===== src/rtl/mem_issue_queue_pkg.sv =====
// Shared definitions for the memory issue queue.
//   OPC_LOAD / OPC_STORE : memory opcodes recognised by the queue
//   UOP_W / FUNC_W / DATA_W : entry field widths
//   uop_ready()          : operand-readiness rule for one uop
package mem_issue_queue_pkg;

  localparam logic [6:0] OPC_LOAD  = 7'b0000011;
  localparam logic [6:0] OPC_STORE = 7'b0100011;

  localparam int unsigned UOP_W  = 7;
  localparam int unsigned FUNC_W = 10;
  localparam int unsigned DATA_W = 32;

  // Stores need base and data; everything else only needs the base operand.
  function automatic logic uop_ready(input logic [UOP_W-1:0] uop,
                                     input logic             rdy1,
                                     input logic             rdy2);
    return (uop == OPC_STORE) ? (rdy1 & rdy2) : rdy1;
  endfunction

endpackage


===== src/rtl/memq_entry.sv =====
// One slot of the memory issue queue.
// Holds the uop fields, snoops the writeback broadcast to capture pending
// operands, and reports when the slot is occupied and ready to issue.
// Ports:
//   i_clk, i_rst_n      clock, synchronous active-low reset
//   i_clr               flush: drop the slot
//   i_wr                write dispatch fields (already wakeup-resolved)
//   i_pop               slot issued this cycle
//   i_uop..i_imm        dispatch fields
//   i_wb_*              writeback broadcast
//   o_ready             slot valid and its required operands are present
//   o_uop..o_imm        stored fields for the issue mux
module memq_entry
  import mem_issue_queue_pkg::*;
#(
  parameter int unsigned WIDTH_REG = 5
) (
  input  logic                 i_clk,
  input  logic                 i_rst_n,
  input  logic                 i_clr,
  input  logic                 i_wr,
  input  logic                 i_pop,
  input  logic [UOP_W-1:0]     i_uop,
  input  logic [FUNC_W-1:0]    i_func,
  input  logic [WIDTH_REG-1:0] i_rd,
  input  logic [WIDTH_REG-1:0] i_rs1,
  input  logic                 i_rdy1,
  input  logic [DATA_W-1:0]    i_op1,
  input  logic [WIDTH_REG-1:0] i_rs2,
  input  logic                 i_rdy2,
  input  logic [DATA_W-1:0]    i_op2,
  input  logic [DATA_W-1:0]    i_imm,
  input  logic                 i_wb_valid,
  input  logic [WIDTH_REG-1:0] i_wb_tag,
  input  logic [DATA_W-1:0]    i_wb_data,
  output logic                 o_ready,
  output logic [UOP_W-1:0]     o_uop,
  output logic [FUNC_W-1:0]    o_func,
  output logic [WIDTH_REG-1:0] o_rd,
  output logic [DATA_W-1:0]    o_op1,
  output logic [DATA_W-1:0]    o_op2,
  output logic [DATA_W-1:0]    o_imm
);

  logic                 r_valid;
  logic [UOP_W-1:0]     r_uop;
  logic [FUNC_W-1:0]    r_func;
  logic [WIDTH_REG-1:0] r_rd;
  logic [WIDTH_REG-1:0] r_rs1;
  logic                 r_rdy1;
  logic [DATA_W-1:0]    r_op1;
  logic [WIDTH_REG-1:0] r_rs2;
  logic                 r_rdy2;
  logic [DATA_W-1:0]    r_op2;
  logic [DATA_W-1:0]    r_imm;

  logic w_hit1;
  logic w_hit2;

  assign w_hit1 = r_valid && !r_rdy1 && i_wb_valid && (i_wb_tag == r_rs1);
  assign w_hit2 = r_valid && !r_rdy2 && i_wb_valid && (i_wb_tag == r_rs2);

  always_ff @(posedge i_clk) begin
    if (!i_rst_n) begin
      r_valid <= 1'b0;
      r_uop   <= '0;
      r_func  <= '0;
      r_rd    <= '0;
      r_rs1   <= '0;
      r_rdy1  <= 1'b0;
      r_op1   <= '0;
      r_rs2   <= '0;
      r_rdy2  <= 1'b0;
      r_op2   <= '0;
      r_imm   <= '0;
    end else if (i_clr) begin
      r_valid <= 1'b0;
    end else if (i_wr) begin
      r_valid <= 1'b1;
      r_uop   <= i_uop;
      r_func  <= i_func;
      r_rd    <= i_rd;
      r_rs1   <= i_rs1;
      r_rdy1  <= i_rdy1;
      r_op1   <= i_op1;
      r_rs2   <= i_rs2;
      r_rdy2  <= i_rdy2;
      r_op2   <= i_op2;
      r_imm   <= i_imm;
    end else begin
      if (i_pop) r_valid <= 1'b0;
      if (w_hit1) begin
        r_op1  <= i_wb_data;
        r_rdy1 <= 1'b1;
      end
      if (w_hit2) begin
        r_op2  <= i_wb_data;
        r_rdy2 <= 1'b1;
      end
    end
  end

  assign o_ready = r_valid && uop_ready(r_uop, r_rdy1, r_rdy2);
  assign o_uop   = r_uop;
  assign o_func  = r_func;
  assign o_rd    = r_rd;
  assign o_op1   = r_op1;
  assign o_op2   = r_op2;
  assign o_imm   = r_imm;

endmodule


===== src/rtl/mem_issue_queue.sv =====
// In-order issue queue for load/store uops feeding the memory stage.
// Circular buffer of 2^DEPTH_W slots; only the head may issue, which keeps
// memory accesses in program order. Outputs are registered, single-cycle
// o_valid pulses with no backpressure.
// Optional build macro MEMQ_BYPASS_EN: a ready uop dispatched into an empty
// queue goes straight to the output registers (one cycle earlier).
// Ports:
//   i_clk, i_rst_n            clock, synchronous active-low reset
//   i_flush                   drop all entries and any pending issue
//   i_dis_valid/o_dis_ready   dispatch handshake
//   i_uop..i_imm              dispatched uop, tags and operands
//   i_wb_valid/tag/data       writeback broadcast for operand wakeup
//   o_valid..o_imm            issued uop to the memory stage
//   o_count                   occupied entries
module mem_issue_queue
  import mem_issue_queue_pkg::*;
#(
  parameter int unsigned DEPTH_W   = 3,
  parameter int unsigned WIDTH_REG = 5
) (
  input  logic                 i_clk,
  input  logic                 i_rst_n,
  input  logic                 i_flush,
  input  logic                 i_dis_valid,
  output logic                 o_dis_ready,
  input  logic [UOP_W-1:0]     i_uop,
  input  logic [FUNC_W-1:0]    i_func,
  input  logic [WIDTH_REG-1:0] i_rd,
  input  logic [WIDTH_REG-1:0] i_rs1,
  input  logic                 i_rs1_rdy,
  input  logic [DATA_W-1:0]    i_op1,
  input  logic [WIDTH_REG-1:0] i_rs2,
  input  logic                 i_rs2_rdy,
  input  logic [DATA_W-1:0]    i_op2,
  input  logic [DATA_W-1:0]    i_imm,
  input  logic                 i_wb_valid,
  input  logic [WIDTH_REG-1:0] i_wb_tag,
  input  logic [DATA_W-1:0]    i_wb_data,
  output logic                 o_valid,
  output logic [UOP_W-1:0]     o_uop,
  output logic [FUNC_W-1:0]    o_func,
  output logic [WIDTH_REG-1:0] o_addr,
  output logic [DATA_W-1:0]    o_op1,
  output logic [DATA_W-1:0]    o_op2,
  output logic [DATA_W-1:0]    o_imm,
  output logic [DEPTH_W:0]     o_count
);

  localparam int unsigned      DEPTH     = 1 << DEPTH_W;
  localparam logic [DEPTH_W:0] DEPTH_CNT = (DEPTH_W+1)'(DEPTH);

  logic [DEPTH_W-1:0] r_head;
  logic [DEPTH_W-1:0] r_tail;
  logic [DEPTH_W:0]   r_count;

  logic                 r_valid;
  logic [UOP_W-1:0]     r_uop;
  logic [FUNC_W-1:0]    r_func;
  logic [WIDTH_REG-1:0] r_addr;
  logic [DATA_W-1:0]    r_op1;
  logic [DATA_W-1:0]    r_op2;
  logic [DATA_W-1:0]    r_imm;

  logic                 w_dis_ready;
  logic                 w_dis_acc;
  logic                 w_hit1;
  logic                 w_hit2;
  logic                 w_dis_rdy1;
  logic                 w_dis_rdy2;
  logic [DATA_W-1:0]    w_dis_op1;
  logic [DATA_W-1:0]    w_dis_op2;
  logic                 w_issue;
  logic                 w_bypass;
  logic                 w_write;

  logic [DEPTH-1:0]     w_e_ready;
  logic [UOP_W-1:0]     w_e_uop [DEPTH];
  logic [FUNC_W-1:0]    w_e_func[DEPTH];
  logic [WIDTH_REG-1:0] w_e_rd  [DEPTH];
  logic [DATA_W-1:0]    w_e_op1 [DEPTH];
  logic [DATA_W-1:0]    w_e_op2 [DEPTH];
  logic [DATA_W-1:0]    w_e_imm [DEPTH];

  // Registered count only: an issue in the same cycle does not open a slot.
  assign w_dis_ready = (r_count != DEPTH_CNT);
  assign w_dis_acc   = i_dis_valid && w_dis_ready;

  // Resolve a broadcast that lands in the dispatch cycle before storing.
  assign w_hit1     = i_wb_valid && (i_wb_tag == i_rs1) && !i_rs1_rdy;
  assign w_hit2     = i_wb_valid && (i_wb_tag == i_rs2) && !i_rs2_rdy;
  assign w_dis_rdy1 = i_rs1_rdy || w_hit1;
  assign w_dis_rdy2 = i_rs2_rdy || w_hit2;
  assign w_dis_op1  = w_hit1 ? i_wb_data : i_op1;
  assign w_dis_op2  = w_hit2 ? i_wb_data : i_op2;

  assign w_issue = (r_count != '0) && w_e_ready[r_head];

`ifdef MEMQ_BYPASS_EN
  // Empty queue implies no issue is pending this cycle.
  assign w_bypass = w_dis_acc && (r_count == '0) &&
                    uop_ready(i_uop, w_dis_rdy1, w_dis_rdy2);
`else
  assign w_bypass = 1'b0;
`endif

  assign w_write = w_dis_acc && !w_bypass;

  for (genvar g = 0; g < DEPTH; g++) begin : g_entry
    memq_entry #(
      .WIDTH_REG (WIDTH_REG)
    ) u_entry (
      .i_clk      (i_clk),
      .i_rst_n    (i_rst_n),
      .i_clr      (i_flush),
      .i_wr       (w_write && (r_tail == DEPTH_W'(g))),
      .i_pop      (w_issue && (r_head == DEPTH_W'(g))),
      .i_uop      (i_uop),
      .i_func     (i_func),
      .i_rd       (i_rd),
      .i_rs1      (i_rs1),
      .i_rdy1     (w_dis_rdy1),
      .i_op1      (w_dis_op1),
      .i_rs2      (i_rs2),
      .i_rdy2     (w_dis_rdy2),
      .i_op2      (w_dis_op2),
      .i_imm      (i_imm),
      .i_wb_valid (i_wb_valid),
      .i_wb_tag   (i_wb_tag),
      .i_wb_data  (i_wb_data),
      .o_ready    (w_e_ready[g]),
      .o_uop      (w_e_uop[g]),
      .o_func     (w_e_func[g]),
      .o_rd       (w_e_rd[g]),
      .o_op1      (w_e_op1[g]),
      .o_op2      (w_e_op2[g]),
      .o_imm      (w_e_imm[g])
    );
  end

  always_ff @(posedge i_clk) begin
    if (!i_rst_n || i_flush) begin
      r_head  <= '0;
      r_tail  <= '0;
      r_count <= '0;
    end else begin
      if (w_write) r_tail <= r_tail + DEPTH_W'(1);
      if (w_issue) r_head <= r_head + DEPTH_W'(1);
      case ({w_write, w_issue})
        2'b10:   r_count <= r_count + (DEPTH_W+1)'(1);
        2'b01:   r_count <= r_count - (DEPTH_W+1)'(1);
        default: r_count <= r_count;
      endcase
    end
  end

  // Issue data holds its last value while o_valid is low.
  always_ff @(posedge i_clk) begin
    if (!i_rst_n || i_flush) begin
      r_valid <= 1'b0;
      r_uop   <= '0;
      r_func  <= '0;
      r_addr  <= '0;
      r_op1   <= '0;
      r_op2   <= '0;
      r_imm   <= '0;
    end else if (w_issue) begin
      r_valid <= 1'b1;
      r_uop   <= w_e_uop[r_head];
      r_func  <= w_e_func[r_head];
      r_addr  <= w_e_rd[r_head];
      r_op1   <= w_e_op1[r_head];
      r_op2   <= w_e_op2[r_head];
      r_imm   <= w_e_imm[r_head];
    end else if (w_bypass) begin
      r_valid <= 1'b1;
      r_uop   <= i_uop;
      r_func  <= i_func;
      r_addr  <= i_rd;
      r_op1   <= w_dis_op1;
      r_op2   <= w_dis_op2;
      r_imm   <= i_imm;
    end else begin
      r_valid <= 1'b0;
    end
  end

  assign o_dis_ready = w_dis_ready;
  assign o_count     = r_count;
  assign o_valid     = r_valid;
  assign o_uop       = r_uop;
  assign o_func      = r_func;
  assign o_addr      = r_addr;
  assign o_op1       = r_op1;
  assign o_op2       = r_op2;
  assign o_imm       = r_imm;

endmodule


===== config.mk =====
export PLATFORM = sky130hd
export DESIGN_NAME = mem_issue_queue
export DESIGN_NICKNAME = d
export VERILOG_FILES = /design/src/rtl/mem_issue_queue_pkg.sv /design/src/rtl/memq_entry.sv /design/src/rtl/mem_issue_queue.sv
export SDC_FILE = /design/constraint.sdc
export NUM_CORES = 2
export LEC_CHECK = 0
export BUFFER_PORTS_ARGS = -buffer_cell sky130_fd_sc_hd__buf_2
export CAP_MARGIN = 5
export CORE_MARGIN = 2
export CORE_UTILIZATION = 29
export DETAILED_ROUTE_END_ITERATION = 16
export PLACE_DENSITY = 0.55
export RECOVER_POWER = 50
export SKIP_LAST_GASP = 1
export SYNTH_ARGS = -nofsm -noshare
export SYNTH_HDL_FRONTEND = slang
export SYNTH_SLANG_ARGS = --single-unit

===== constraint.sdc =====
create_clock -name i_clk -period 4.56 [get_ports i_clk]
set_input_delay 0.456 -clock i_clk [delete_from_list [all_inputs] [get_ports i_clk]]
set_output_delay 0.456 -clock i_clk [all_outputs]
set_load 0.005 [all_outputs]

==> results_dict.tcl <==
set metrics [dict create \
    status "finished, violations left" \
    violations "max-capacitance violations, max-slew violations" \
    p_seq_share_pct 45.1 \
    cts_buffer_depth 3 \
    p_comb_share_pct 6.0 \
    hp-start "i_rs1[3]" \
    die_h_um 432 \
    pre_cts_slack_ns 1.00 \
    dp_hpwl_um 121000 \
    syn_to_final_growth_pct 14.9 \
    slew_viol_final 307 \
    ys_types 52 \
    swShare_pct 24.9 \
    reg2reg_depth 7 \
    coreArea_um2 181000 \
    r2r-end "g_entry[7].u_entry.o_op2[19]$_SDFFE_PN0P_" \
    place.gp.congestion 0.846 \
    fin_nets 5825 \
    end_kind "flop" \
    grt_max_degree 129 \
    netlist.area_leader.share_pct 44.4 \
    power.clock.fraction_pct 48.9 \
    setup_viol 0 \
    ir_drop_uv 401 \
    crit_slowest_cell "and2_0" \
    synth_seq_cells 1177 \
    max_stage_delay_ns 1.07 \
    layout_common_cells "1175 x dfxtp_1, 1066 x nand2_1, 651 x a21oi_1, 632 x a211oi_1, 519 x a21o_1" \
    yosys.area.top_type "dfxtp_1" \
    hold_depth 3 \
    gr-total-overflow 0 \
    switchingPower_w 0.00577 \
    multi_input_area_um2 26700 \
    r2r-start "o_count[0]$_SDFFE_PP0P_" \
    power.leakage_nw 24.2 \
    hold_viol_final 0 \
    yosys_warnings 0 \
    cts_resized 0 \
    synthesis.area_um2 53000 \
    wl_um 205000 \
    viasPerCell 5.54 \
    setup_ws_ns 0.524 \
    path_cells "or4b_1 > and3_4 > nand2b_4 > and2_0 > buf_4 > a211oi_1 > a21o_1" \
    ff2ff_setup_slack_ns 0.52 \
    drive_gt1_share_pct 14.3 \
    yosysSeqAreaShare_pct 44.4 \
    cts_buffers 138 \
    period_minus_slack_ns 4.04 \
    drtIter0Drc 4098 \
    totalPowerFinal_w 0.0232 \
    antenna_found_initial 44 \
    hold_end "g_entry[4].u_entry.r_rs1[3]$_SDFFE_PN0P_" \
    post_drt_wl_per_cell_um 25.3 \
    synth.area.top_cells "dfxtp_1 44%, mux4_2 10%, a211oi_1 8.9%" \
    arrival_ns 4.68 \
    dieArea_um2 186000 \
    grt_pass1_vias 44000 \
    power_density_nw_per_um2 380 \
    ant_nets 0 \
    die_w_um 432 \
    place_area_um2 55900 \
    final_common_cell "dfxtp_1" \
    dr.pass1.iters 5 \
    track_usage_pct 21.4 \
    grt_pass1_wl_um 298000 \
    worst_pin_slew_ns 2.62 \
    crit_type "flop to flop" \
    insertion_delay_ns 0.80 \
    cp-start-kind "flop" \
    syn_area_per_cell_um2 9.37 \
    htreeDepth 4 \
    synth_nets 5849 \
    intPower_w 0.0174 \
    vias 45100 \
    clock_skew_ns 0.0486 \
    critPathMaxFanout 30 \
    cts_root_buf "clkbuf_16" \
    finalSetupTns_ns 0 \
    period_share_pct 88.5 \
    io_pins 296 \
    clk_pin_slew_ns 0.06 \
    timing.slew.headroom_pct -75.0 \
    whs_ns 0.0487 \
    fillers 18500 \
    cts_sinks 1177 \
    synthCells 5661 \
    port_buffers 295 \
    rsz0062_at_grt "no" \
    rows 156 \
    seq_area_um2 23600 \
    drc 0 \
    cp.required_ns 5.21 \
    initial_core_util_pct 29.2 \
    cts_tree "yes" \
    max_freq_mhz 248 \
    finalInstanceArea_um2 60900 \
    drv_cap 9 \
    hp-class "input port to flop" \
]
[worst max-delay path by stage]
stage | start | end | slack, ns | cells after the start
after floorplan | r_head[0]$_SDFFE_PP0P_ | o_count[3]$_SDFFE_PP0P_ | 1.38 | 15
after global placement | r_head[0]$_SDFFE_PP0P_ | o_count[3]$_SDFFE_PP0P_ | 1.00 | 12
after detailed placement | r_head[0]$_SDFFE_PP0P_ | o_op1[12]$_SDFFE_PP0P_ | 1.00 | 8
after CTS | r_head[0]$_SDFFE_PP0P_ | o_op1[20]$_SDFFE_PP0P_ | 1.0 | 8
after global routing | o_count[0]$_SDFFE_PP0P_ | g_entry[2].u_entry.r_rs1[3]$_SDFFE_PN0P_ | 0.43 | 6
final | o_count[0]$_SDFFE_PP0P_ | g_entry[7].u_entry.o_op2[19]$_SDFFE_PN0P_ | 0.52 | 7
[registers in the layout (all words and copies together) (netlist names)]
register	count
g_entry.u_entry.o_func	80
g_entry.u_entry.o_imm	256
g_entry.u_entry.o_op1	256
g_entry.u_entry.o_op2	256
g_entry.u_entry.o_rd	40
g_entry.u_entry.o_uop	56
g_entry.u_entry.r_rdy1	8
g_entry.u_entry.r_rdy2	8
g_entry.u_entry.r_rs1	40
g_entry.u_entry.r_rs2	40
g_entry.u_entry.r_valid	8
o_addr	5
o_count	4
o_func	10
o_imm	32
o_op1	32
o_op2	32
o_uop	7
o_valid	1
r_head	3
r_tail	3
[critical path: cells and delay by family, from the launching register on]
kind            cells  cell delay [ns]
compound gates      2             0.32
flops               1             0.35
buf+inv             1             0.60
simple gates        4             2.60
[Yosys cell counts, drive strengths merged]
cell type	count
nor4bb	2
and2	9
nor2	33
a21boi	3
a41oi	1
and3	16
clkinv	1
and4bb	1
nor4b	9
inv	17
and2b	1
or4b	1
nand3	17
a31oi	2
fa	1
xor2	6
nor3b	3
a2111oi	1
a21o	519
or3	3
a21oi	651
ha	15
o21ba	1
a211oi	632
clkbuf	325
nor2b	1
o21a	3
mux4	236
nor4	17
dfxtp	1177
or4	2
nor3	21
mux2i	184
nand2	1067
nand3b	1
nand2b	3
xnor2	88
a221oi	4
nand4	9
buf	306
o21ai	271
o21bai	1
[repair_timing]
item,CTS,global route
buffers inserted,0,0
endpoints found under the hold margin,469,0
hold buffers,61,0
[per-layer routing]
metal  part of all wire [%]  track usage (%)  vias to the layer above
met5                  0.087                0                        -
li1                       -                -                    20400
met4                    4.2             8.82                       28
met2                     47             34.9                     1916
met1                     42             27.5                    22200
met3                    7.5             4.08                      469
[kinds of logic (layout without fill, tap and decap cells)]
family | after synthesis | in the layout | share of synthesized area, %
compound gates | 2089 | 2089 | 25.2
xor+xnor | 94 | 94 | 1.55
fa+ha+maj | 16 | 16 | 0.392
buf+inv | 649 | 734 | 5.59
flops | 1177 | 1177 | 44.4
mux | 420 | 420 | 13.5
other cells | 0 | 9 | 0
simple gates | 1216 | 1216 | 9.31
[power groups by stage]
stage / Sequential, W / Combinational, W / Clock, W
after detailed placement: 0.0107 / 0.00133 / 0
after global placement: 0.0107 / 0.00131 / 0
after CTS: 0.0104 / 0.00138 / 0.0115
after floorplan: 0.0106 / 0.000832 / 0
after global routing: 0.0104 / 0.00147 / 0.0119
final: 0.0104 / 0.00138 / 0.0113
[through the flow]
step	std cells	utilization, %
floorplan	5661	-
global placement	7806	30.8
detailed placement	7806	30.8
CTS	8116	33.7
global route	8122	33.6
finish	8125	33.6
[layout make-up]
class / count / area share [%]
antenna: 9 / 0.0370
clock buffer: 200 / 6.56
clock inverter: 49 / 1.12
inverter: 18 / 0.138
multi-input combinational: 3835 / 43.9
sequential: 1177 / 38.7
tap: 2370 / 4.87
timing repair buffer: 467 / 4.72
No activity file was read; power rests on OpenSTA's default activity.
